--- src/rtl/blockram_fifo_ctrl_pkg.sv ---
// Shared constants and types for the blockram-backed FIFO controller.
// Defaults must match the attached dual_port_blockram geometry.
package blockram_fifo_ctrl_pkg;

  localparam int unsigned SingleElementSizeInBits = 64;
  localparam int unsigned NumberSets              = 64;
  localparam int unsigned SetPtrWidthInBits       = 6;

  typedef enum logic [1:0] {
    SkidEmpty = 2'd0,
    SkidOne   = 2'd1,
    SkidTwo   = 2'd2
  } skid_state_e;

  // Entries that will sit in the skid buffer after this edge, before any new read lands.
  function automatic logic [2:0] skid_pending(logic [1:0] count, logic inflight, logic pop);
    return {1'b0, count} + {2'b00, inflight} - {2'b00, pop};
  endfunction

endpackage

--- src/rtl/blockram_fifo_ctrl_if.sv ---
// Push/pop stream and blockram command bundle for blockram_fifo_ctrl.
// The slave modport is the controller; master is the surrounding logic and RAM.
interface blockram_fifo_ctrl_if #(
  parameter int unsigned SINGLE_ELEMENT_SIZE_IN_BITS =
    blockram_fifo_ctrl_pkg::SingleElementSizeInBits,
  parameter int unsigned SET_PTR_WIDTH_IN_BITS = blockram_fifo_ctrl_pkg::SetPtrWidthInBits
);

  logic                                   push_valid_in;
  logic [SINGLE_ELEMENT_SIZE_IN_BITS-1:0] push_element_in;
  logic                                   push_ready_out;
  logic                                   pop_valid_out;
  logic [SINGLE_ELEMENT_SIZE_IN_BITS-1:0] pop_element_out;
  logic                                   pop_ready_in;
  logic                                   ram_write_en_out;
  logic [SET_PTR_WIDTH_IN_BITS-1:0]       ram_write_set_addr_out;
  logic [SINGLE_ELEMENT_SIZE_IN_BITS-1:0] ram_write_element_out;
  logic                                   ram_read_en_out;
  logic [SET_PTR_WIDTH_IN_BITS-1:0]       ram_read_set_addr_out;
  logic [SINGLE_ELEMENT_SIZE_IN_BITS-1:0] ram_read_element_in;
  logic [SET_PTR_WIDTH_IN_BITS:0]         occupancy_out;
  logic                                   full_out;
  logic                                   empty_out;

  modport slave (
    input  push_valid_in, push_element_in, pop_ready_in, ram_read_element_in,
    output push_ready_out, pop_valid_out, pop_element_out,
    output ram_write_en_out, ram_write_set_addr_out, ram_write_element_out,
    output ram_read_en_out, ram_read_set_addr_out,
    output occupancy_out, full_out, empty_out
  );

  modport master (
    output push_valid_in, push_element_in, pop_ready_in, ram_read_element_in,
    input  push_ready_out, pop_valid_out, pop_element_out,
    input  ram_write_en_out, ram_write_set_addr_out, ram_write_element_out,
    input  ram_read_en_out, ram_read_set_addr_out,
    input  occupancy_out, full_out, empty_out
  );

endinterface

--- src/rtl/blockram_fifo_ctrl_skid_buffer.sv ---
// Two-entry registered skid buffer holding the FIFO head; absorbs blockram read latency.
module blockram_fifo_ctrl_skid_buffer
  import blockram_fifo_ctrl_pkg::*;
#(
  parameter int unsigned SINGLE_ELEMENT_SIZE_IN_BITS = SingleElementSizeInBits
) (
  input  logic                                   clk_i,
  input  logic                                   rst_ni,
  input  logic                                   fill_i,
  input  logic [SINGLE_ELEMENT_SIZE_IN_BITS-1:0] fill_data_i,
  input  logic                                   drain_i,
  output logic                                   valid_o,
  output logic [SINGLE_ELEMENT_SIZE_IN_BITS-1:0] head_o,
  output logic [1:0]                             count_o
);

  skid_state_e                            state_q, state_d;
  logic [SINGLE_ELEMENT_SIZE_IN_BITS-1:0] head_q, head_d;
  logic [SINGLE_ELEMENT_SIZE_IN_BITS-1:0] tail_q, tail_d;
  logic                                   drain;

  assign drain = drain_i && (state_q != SkidEmpty);

  always_ff @(posedge clk_i or negedge rst_ni) begin
    if (!rst_ni) begin
      state_q <= SkidEmpty;
      head_q  <= '0;
      tail_q  <= '0;
    end else begin
      state_q <= state_d;
      head_q  <= head_d;
      tail_q  <= tail_d;
    end
  end

  always_comb begin
    state_d = state_q;
    unique case (state_q)
      SkidEmpty: if (fill_i) state_d = SkidOne;
      SkidOne: begin
        if (fill_i && !drain)      state_d = SkidTwo;
        else if (!fill_i && drain) state_d = SkidEmpty;
      end
      SkidTwo:   if (drain && !fill_i) state_d = SkidOne;
      default:   state_d = SkidEmpty;
    endcase
  end

  // New data lands at the head only when the head slot is (or is becoming) free.
  always_comb begin
    head_d = head_q;
    tail_d = tail_q;
    if (drain && (state_q == SkidTwo)) head_d = tail_q;
    if (fill_i) begin
      if ((state_q == SkidEmpty) || ((state_q == SkidOne) && drain)) head_d = fill_data_i;
      else                                                            tail_d = fill_data_i;
    end
  end

  always_comb begin
    valid_o = (state_q != SkidEmpty);
    head_o  = head_q;
    count_o = state_q;
  end

endmodule

--- src/rtl/blockram_fifo_ctrl.sv ---
// FIFO controller using dual_port_blockram as storage, with a first-word-fall-through pop side.
// Optional BLOCKRAM_FIFO_BYPASS_EN routes pushes straight to the skid buffer when RAM is idle.
module blockram_fifo_ctrl
  import blockram_fifo_ctrl_pkg::*;
#(
  parameter int unsigned SINGLE_ELEMENT_SIZE_IN_BITS = SingleElementSizeInBits,
  parameter int unsigned NUMBER_SETS                 = NumberSets,
  parameter int unsigned SET_PTR_WIDTH_IN_BITS       = SetPtrWidthInBits
) (
  input logic               clk_in,
  input logic               reset_in,
  blockram_fifo_ctrl_if.slave bus
);

  localparam int unsigned PtrW = SET_PTR_WIDTH_IN_BITS + 1;
  localparam logic [PtrW-1:0] Cap = PtrW'(NUMBER_SETS);

  logic [PtrW-1:0] wptr_q, wptr_d;
  logic [PtrW-1:0] rptr_q, rptr_d;
  logic [PtrW-1:0] occ_q, occ_d;
  logic            push_ready_q, push_ready_d;
  logic            inflight_q, inflight_d;

  logic [PtrW-1:0]                        ram_count;
  logic                                   ram_empty;
  logic                                   push_fire, pop_fire, read_en, bypass;
  logic [2:0]                             pending;
  logic                                   skid_valid;
  logic [1:0]                             skid_count;
  logic [SINGLE_ELEMENT_SIZE_IN_BITS-1:0] skid_head;
  logic                                   skid_fill;
  logic [SINGLE_ELEMENT_SIZE_IN_BITS-1:0] skid_fill_data;

  // Gated by reset so nothing is accepted while reset_in is held low.
  assign push_fire = bus.push_valid_in && push_ready_q && reset_in;
  assign pop_fire  = skid_valid && bus.pop_ready_in;
  assign ram_count = wptr_q - rptr_q;
  assign ram_empty = (ram_count == '0);
  assign pending   = skid_pending(skid_count, inflight_q, pop_fire);
  assign read_en   = !ram_empty && (pending < 3'd2);

`ifdef BLOCKRAM_FIFO_BYPASS_EN
  assign bypass = push_fire && ram_empty && !inflight_q && (pending < 3'd2);
`else
  assign bypass = 1'b0;
`endif

  assign skid_fill      = inflight_q || bypass;
  assign skid_fill_data = inflight_q ? bus.ram_read_element_in : bus.push_element_in;

  always_ff @(posedge clk_in or negedge reset_in) begin
    if (!reset_in) begin
      wptr_q       <= '0;
      rptr_q       <= '0;
      occ_q        <= '0;
      push_ready_q <= 1'b1;
      inflight_q   <= 1'b0;
    end else begin
      wptr_q       <= wptr_d;
      rptr_q       <= rptr_d;
      occ_q        <= occ_d;
      push_ready_q <= push_ready_d;
      inflight_q   <= inflight_d;
    end
  end

  // Bypassed elements advance both pointers so the RAM count stays at zero.
  always_comb begin
    wptr_d       = wptr_q + PtrW'(push_fire);
    rptr_d       = rptr_q + PtrW'(read_en || bypass);
    occ_d        = occ_q + PtrW'(push_fire) - PtrW'(pop_fire);
    push_ready_d = (occ_d < Cap);
    inflight_d   = read_en;
  end

  always_comb begin
    bus.push_ready_out         = push_ready_q;
    bus.pop_valid_out          = skid_valid;
    bus.pop_element_out        = skid_head;
    bus.ram_write_en_out       = push_fire && !bypass;
    bus.ram_write_set_addr_out = '0;
    bus.ram_write_element_out  = '0;
    if (push_fire && !bypass) begin
      bus.ram_write_set_addr_out = wptr_q[SET_PTR_WIDTH_IN_BITS-1:0];
      bus.ram_write_element_out  = bus.push_element_in;
    end
    bus.ram_read_en_out       = read_en;
    bus.ram_read_set_addr_out = read_en ? rptr_q[SET_PTR_WIDTH_IN_BITS-1:0] : '0;
    bus.occupancy_out         = occ_q;
    bus.full_out              = (occ_q == Cap);
    bus.empty_out             = (occ_q == '0);
  end

  blockram_fifo_ctrl_skid_buffer #(
    .SINGLE_ELEMENT_SIZE_IN_BITS(SINGLE_ELEMENT_SIZE_IN_BITS)
  ) u_skid (
    .clk_i       (clk_in),
    .rst_ni      (reset_in),
    .fill_i      (skid_fill),
    .fill_data_i (skid_fill_data),
    .drain_i     (bus.pop_ready_in),
    .valid_o     (skid_valid),
    .head_o      (skid_head),
    .count_o     (skid_count)
  );

endmodule

--- src/flat_wrapper.sv ---
// flat-port wrapper written by rule: the top's interface ports become plain ports
module blockram_fifo_ctrl_flat import blockram_fifo_ctrl_pkg::*;
#(
  parameter int unsigned SINGLE_ELEMENT_SIZE_IN_BITS = SingleElementSizeInBits,
  parameter int unsigned NUMBER_SETS                 = NumberSets,
  parameter int unsigned SET_PTR_WIDTH_IN_BITS       = SetPtrWidthInBits
)
  (clk_in, reset_in, bus_push_valid_in, bus_push_element_in, bus_pop_ready_in, bus_ram_read_element_in, bus_push_ready_out, bus_pop_valid_out, bus_pop_element_out, bus_ram_write_en_out, bus_ram_write_set_addr_out, bus_ram_write_element_out, bus_ram_read_en_out, bus_ram_read_set_addr_out, bus_occupancy_out, bus_full_out, bus_empty_out);
  blockram_fifo_ctrl_if #(.SINGLE_ELEMENT_SIZE_IN_BITS(SINGLE_ELEMENT_SIZE_IN_BITS), .SET_PTR_WIDTH_IN_BITS(SET_PTR_WIDTH_IN_BITS)) bus_i ();
  input logic clk_in;
  input logic reset_in;
  input wire logic [$bits(bus_i.push_valid_in)-1:0] bus_push_valid_in;
  input wire logic [$bits(bus_i.push_element_in)-1:0] bus_push_element_in;
  input wire logic [$bits(bus_i.pop_ready_in)-1:0] bus_pop_ready_in;
  input wire logic [$bits(bus_i.ram_read_element_in)-1:0] bus_ram_read_element_in;
  output wire logic [$bits(bus_i.push_ready_out)-1:0] bus_push_ready_out;
  output wire logic [$bits(bus_i.pop_valid_out)-1:0] bus_pop_valid_out;
  output wire logic [$bits(bus_i.pop_element_out)-1:0] bus_pop_element_out;
  output wire logic [$bits(bus_i.ram_write_en_out)-1:0] bus_ram_write_en_out;
  output wire logic [$bits(bus_i.ram_write_set_addr_out)-1:0] bus_ram_write_set_addr_out;
  output wire logic [$bits(bus_i.ram_write_element_out)-1:0] bus_ram_write_element_out;
  output wire logic [$bits(bus_i.ram_read_en_out)-1:0] bus_ram_read_en_out;
  output wire logic [$bits(bus_i.ram_read_set_addr_out)-1:0] bus_ram_read_set_addr_out;
  output wire logic [$bits(bus_i.occupancy_out)-1:0] bus_occupancy_out;
  output wire logic [$bits(bus_i.full_out)-1:0] bus_full_out;
  output wire logic [$bits(bus_i.empty_out)-1:0] bus_empty_out;
  assign bus_i.push_valid_in = bus_push_valid_in;
  assign bus_i.push_element_in = bus_push_element_in;
  assign bus_i.pop_ready_in = bus_pop_ready_in;
  assign bus_i.ram_read_element_in = bus_ram_read_element_in;
  assign bus_push_ready_out = bus_i.push_ready_out;
  assign bus_pop_valid_out = bus_i.pop_valid_out;
  assign bus_pop_element_out = bus_i.pop_element_out;
  assign bus_ram_write_en_out = bus_i.ram_write_en_out;
  assign bus_ram_write_set_addr_out = bus_i.ram_write_set_addr_out;
  assign bus_ram_write_element_out = bus_i.ram_write_element_out;
  assign bus_ram_read_en_out = bus_i.ram_read_en_out;
  assign bus_ram_read_set_addr_out = bus_i.ram_read_set_addr_out;
  assign bus_occupancy_out = bus_i.occupancy_out;
  assign bus_full_out = bus_i.full_out;
  assign bus_empty_out = bus_i.empty_out;
  blockram_fifo_ctrl #(.SINGLE_ELEMENT_SIZE_IN_BITS(SINGLE_ELEMENT_SIZE_IN_BITS), .NUMBER_SETS(NUMBER_SETS), .SET_PTR_WIDTH_IN_BITS(SET_PTR_WIDTH_IN_BITS)) u_core (.clk_in(clk_in), .reset_in(reset_in), .bus(bus_i));
endmodule
--- config.mk ---
export PLATFORM = sky130hd
export DESIGN_NAME = blockram_fifo_ctrl_flat
export DESIGN_NICKNAME = d
export VERILOG_FILES = /design/src/rtl/blockram_fifo_ctrl_pkg.sv /design/src/rtl/blockram_fifo_ctrl_if.sv /design/src/rtl/blockram_fifo_ctrl_skid_buffer.sv /design/src/rtl/blockram_fifo_ctrl.sv /design/src/flat_wrapper.sv
export SDC_FILE = /design/constraint.sdc
export NUM_CORES = 1
export LEC_CHECK = 0
export ABC_AREA = 1
export ABC_CLOCK_PERIOD_IN_PS = 4400
export BUFFER_PORTS_ARGS = -buffer_cell sky130_fd_sc_hd__buf_2
export CORE_ASPECT_RATIO = 1.1
export CORE_MARGIN = 10
export CORE_UTILIZATION = 35
export CTS_CLUSTER_SIZE = 14
export DETAILED_ROUTE_END_ITERATION = 7
export PLACE_DENSITY_LB_ADDON = 0.15
export RECOVER_POWER = 25
export REMOVE_ABC_BUFFERS = 1
export SLEW_MARGIN = 20
export SYNTH_ARGS = -nofsm -noshare
export SYNTH_HDL_FRONTEND = slang
export SYNTH_SLANG_ARGS = --single-unit
export TNS_END_PERCENT = 1
--- constraint.sdc ---
create_clock -name clk_in -period 4.4 [get_ports clk_in]
set_input_delay 0.88 -clock clk_in [delete_from_list [all_inputs] [get_ports clk_in]]
set_output_delay 0.88 -clock clk_in [all_outputs]
set_load 0.02 [all_outputs]
-- Word-level counts from Yosys, hierarchy flattened
Cells that the tools add are included.
- input port bits: 132
- output and inout bits: 153
- flip-flop bits (word level): 153
- logic and storage cells: 53
- bitwise logic cells: 1
- eq/ne operators: 6
- muxes and demuxes: 11
- $lt $le $gt $ge: 2
- reductions and logical operators: 18
- add/subtract/negate cells: 7
- operators with widths (cell ; count):
    64-bit 2-to-1 mux ; 4
    7-bit by 1-bit adder with 7-bit output ; 3
    7-bit logical NOT ; 2
    6-bit 2-to-1 mux ; 2
    1-bit logical AND ; 8
    2-bit 2-to-1 mux ; 4
    7-bit == test (second input constant) ; 1
    7-bit < comparator (second input constant) ; 1
    7-bit by 1-bit subtractor with 7-bit output ; 1
    7-bit subtractor ; 1
    2-bit one-hot mux with 3 select lines ; 1
    2-bit by 1-bit adder with 3-bit output ; 1
    1-bit logical NOT ; 3
    3-bit by 2-bit < comparator with 1-bit output (second input constant) ; 1
    3-bit inequality test (second input constant) ; 1
    3-bit AND reduction ; 1
    3-bit by 1-bit subtractor with 3-bit output ; 1
    2-bit by 1-bit == test with 1-bit output (second input constant) ; 1
    2-bit == test (second input constant) ; 1
    2-bit logical NOT ; 1
    2-bit by 1-bit inequality test with 1-bit output (second input constant) ; 1
    2-bit inequality test (second input constant) ; 1
    2-bit AND reduction ; 1
    2-bit nonzero test ; 1
    other kinds (2) ; 2

-- Logic depth before layout (Yosys ltp)
- word-level depth: 6
- mapped depth: 18
- mapped depth without buffers: 18

-- Cells and area by module
A second synthesis with hierarchy kept.
- cells, all modules: 1317
- area total of the unflattened synthesis: 9073.7 sq um
- by module, submodules not included (module ; cells each ; area each (sq um) ; sequential area each (sq um) ; times used):
    blockram_fifo_ctrl_skid_buffer ; 854 ; 6414.9 ; 3253.1 ; 1
    blockram_fifo_ctrl ; 463 ; 2658.8 ; 576.8 ; 1

-- Worst setup path before layout
OpenSTA, ideal clock, no wires.
- kind: input to output
- from: in bus_pop_ready_in
- to: out bus_ram_read_set_addr_out[0]
- arrival time: 2.635 ns
- required time: 3.520 ns
- path slack: 0.885 ns
- path buffers: 0
- stages on the path: 13
- path through: inv_1 nor2_1 inv_1 nor2_1 inv_1 nand2_1 nand2_1 fa_1 nand2_1 nor2_1 nand2_1 inv_1 ha_1
- word-level cells in the longest chain between the ends: 5
- RTL lines (item ; RTL line ; text):
    start: declaration ; flat_wrapper.sv:14 ; input wire logic [$bits(bus_i.pop_ready_in)-1:0] bus_pop_ready_in;
    1-bit logical AND ; blockram_fifo_ctrl.sv:36 ; assign pop_fire = skid_valid && bus.pop_ready_in;
    3-bit by 1-bit subtractor with 3-bit output ; blockram_fifo_ctrl_pkg.sv:17 ; return {1'b0, count} + {2'b00, inflight} - {2'b00, pop};
    3-bit by 2-bit < comparator with 1-bit output ; blockram_fifo_ctrl.sv:40 ; assign read_en = !ram_empty && (pending < 3'd2);
    1-bit logical AND ; blockram_fifo_ctrl.sv:40 ;
    net bus_ram_read_en_out ; flat_wrapper.sv:22 ; output wire logic [$bits(bus_i.ram_read_en_out)-1:0] bus_ram_read_en_out;
    6-bit 2-to-1 mux ; blockram_fifo_ctrl.sv:88 ; bus.ram_read_set_addr_out = read_en ? rptr_q[SET_PTR_WIDTH_IN_BITS-1:0] : '0;
    end: declaration ; flat_wrapper.sv:23 ; output wire logic [$bits(bus_i.ram_read_set_addr_out)-1:0] bus_ram_read_set_addr_out;
The timed path passes the listed nets, and every way through them passes these cells.

-- Worst setup path in the final report
- from: in bus_pop_ready_in
- to: out bus_ram_read_set_addr_out[0]
- word-level cells in the longest chain between the ends: 5
- RTL lines (item ; RTL line):
    1-bit logical AND ; blockram_fifo_ctrl.sv:36
    3-bit by 1-bit subtractor with 3-bit output ; blockram_fifo_ctrl_pkg.sv:17
    3-bit by 2-bit < comparator with 1-bit output ; blockram_fifo_ctrl.sv:40
    1-bit logical AND ; blockram_fifo_ctrl.sv:40
    6-bit 2-to-1 mux ; blockram_fifo_ctrl.sv:88
Every way passes these cells.

==> flow_summary.ini <==
[outcome]
status = complete, but fails checks
violations = capacitance limit, slew limit

[route]
drc_errors = 0
detail_route.wl_per_cell_um = 16.5
drtPass1Iterations = 4
dr_total_vias = 6465
drt-vias-per-instance = 4.55
drt_iter0_drc = 369
postRouteAntennaNets = 0
wl_mm = 23.4

[timing]
max_slew.worst_pin.slew_ns = 2.83
fin_skew_ns = 0.0116
hold_violations = 0
fin_crit_sh_pct = 85.3
fin_tns_setup_ns = 0
slew_viol_final = 130
rsz0062_at_grt = no
setup_violations = 0
min_period_ns = 3.75
relSlewSlack_pct = -88.8
max_freq_mhz = 266

[clocking]
cts_tree = yes
cts_buffers = 17
path_clk_slew_ns = 0.07
cts-htree-levels = 4
cts_resized = 0
postCtsHoldBufs = 0
cts-root-buf = clkbuf_16
cts_sinks = 153
insertion_delay_ns = 0.42
clock_path_buffers = 2
post_cts_buffers = 0

[logic_synthesis]
ys_top_cells_by_area = dfrtp_1, nor2_1, inv_1
syn_area_per_cell_sq_um = 8.72
synthCells = 855
yosysTopAreaCellShare_pct = 51.0
ys_ff_latch = 153
synth.distinct_cells = 32
synth_area_sq_mm = 0.00745
yosysWarningCount = 0
ys_seq_area_share_pct = 51.4
synth_top_area_cell = dfrtp_1

[pwr]
power_density_mw_per_mm2 = 774
irDropWorstVdd_uv = 334
p_leak_nw = 5.38
total_power_mw = 7.42

[worst_setup_path]
crit_cells = 15
reg2reg_slack_ns = 1.41
cp_max_fo = 6
crit_type = input pin to output port
cp_top_family = adder cells
crit_end = bus_ram_read_set_addr_out[0]
cp_slowest_cell = fa_1
critical_path.startpoint = bus_pop_ready_in
required_ns = 3.52
end_kind = output port
r2r_start = u_core.u_skid.count_o[1]$_DFFE_PN0P_
reg2reg_depth = 17
critPathBufInv = 6
cp-start-kind = input pin
crit_chain = buf_2 -> inv_1 -> nor2_1 -> inv_1 -> nor2_1 -> inv_1 -> nand2_1 -> nand2_1 -> fa_1 -> nand2_1 -> nor2_1 -> nand2_1 -> inv_1 -> ha_1 -> buf_2
arrival_ns = 2.87
cpPeakStageDelay_ns = 0.48
r2r_end = u_core.rptr_q[6]$_DFF_PN0_

[place]
dpl.hpwl_mm = 17.2
dp.cells = 1387
portBuffers = 284
routabilityCongestion = 0.829

[grt]
grt_max_degree = 107
overflow = 0
antenna_found_initial = 3
grt_usage_pct = 16.7
grt_pass1_wl_mm = 36.9
grt_pass1_vias = 6449

[floorplanning]
dieWidth_um = 159
rows = 55
dieArea_sq_mm = 0.0275
core_sq_mm = 0.0208
die_h_um = 173
pin_count = 285
start_util_pct = 35.9

[layout]
final_cells = 1420
layout.nets = 1273
area_growth_pct = 28.5
drive_above_1_share_pct = 31.9

[job]
maxCapViolCount = 2

[hold_path]
hp-class = input pin to asynchronous set/reset pin
## worst min-delay path by stage
stage,end,slack (ns),depth (start not counted)
final,u_core.u_skid.tail_q[40]$_DFFE_PN0P_,0.32,1
after global routing,u_core.u_skid.tail_q[40]$_DFFE_PN0P_,0.31,1
after CTS,u_core.u_skid.tail_q[40]$_DFFE_PN0P_,0.31,1
after detailed placement,u_core.rptr_q[5]$_DFF_PN0_,0.46,1
after global placement,u_core.rptr_q[5]$_DFF_PN0_,0.46,1
after floorplan,u_core.rptr_q[5]$_DFF_PN0_,0.44,1
## synth_stat cells (all sizes together)
master / number
a21oi: 9
a31oi: 34
buf: 35
clkbuf: 9
dfrtp: 152
dfstp: 1
fa: 2
ha: 18
inv: 141
mux2: 32
nand2: 131
nand3: 11
nand4: 3
nor2: 157
nor3: 4
nor3b: 1
o21ai: 64
o21bai: 1
o22ai: 32
o31ai: 1
or2: 1
xnor2: 3
xor2: 13
## state kept, by name, indices dropped and copies added (netlist names)
name and cells:
u_core.rptr_q 7, u_core.bus.occupancy_out 7, u_core.u_skid.tail_q 64, u_core.u_skid.count_o 2, u_core.bus.push_ready_out 1, u_core.u_skid.head_o 64
u_core.inflight_q 1, u_core.wptr_q 7
## routing by layer
| metal | wire length (um) | GRT usage, % | vias up |
|---|---|---|---|
| met5 | 30 | 0 | - |
| met4 | 212 | 4.71 | 4 |
| met3 | 1830 | 5.99 | 15 |
| met2 | 11400 | 28.0 | 227 |
| met1 | 9930 | 19.8 | 2988 |
| li1 | - | - | 3231 |
## cells in the final DEF (no fill, tap or decap), types with 2 or more instances in the layout
cell         n
inv_2        2
ha_1        18
clkinv_4     3
nand4_1      3
nand2_1    129
inv_8        5
clkbuf_16   17
o21ai_0     46
buf_2      283
xnor2_1      3
fa_1         2
nor2_1     157
o21ai_1     18
inv_6        3
buf_4        5
nand3_1     10
a31oi_1     34
a21oi_1      8
bufinv_16    2
nor3_1       4
dfrtp_1    152
o22ai_1     32
xor2_1      13
mux2_2      32
inv_1      139
## logic make-up after synthesis
kind of cell	share of synthesized area, %
muxes	4.83
DFF	51.4
and+or+nand+nor	16.1
adders and majority gates	3.56
AOI/OAI and AO/OA	10.7
buffers and inverters	11.6
xor gates and xnor gates	1.88
## report_power, final
part	total, mW	switching, mW	internal, mW
clock network	1.51	0.646	0.862
registers	2.56	0.421	2.14
logic	3.35	2.12	1.23
## cell type report
type,instances,area [sq um]
Antenna cell,1,2.50
Timing Repair Buffer,291,1470
Clock inverter,15,181
Sequential cell,153,3830
Clock buffer,17,425
Inverter,141,529
Tap cell,285,357
Fill cell,2140,11200
Multi-Input combinational cell,517,2780
## metrics by stage
step	cell area [sq um]	utilization, %	hold WS [ns]	setup slack [ns]
floorplan	7120	-	0.442	0.199
global placement	8970	43.2	0.457	0.686
detailed placement	8970	43.2	0.463	0.652
CTS	9580	46.1	0.306	0.653
global route	9580	46.1	0.314	0.381
finish	9580	46.1	0.323	0.646
No activity file was read; power rests on OpenSTA's default activity.
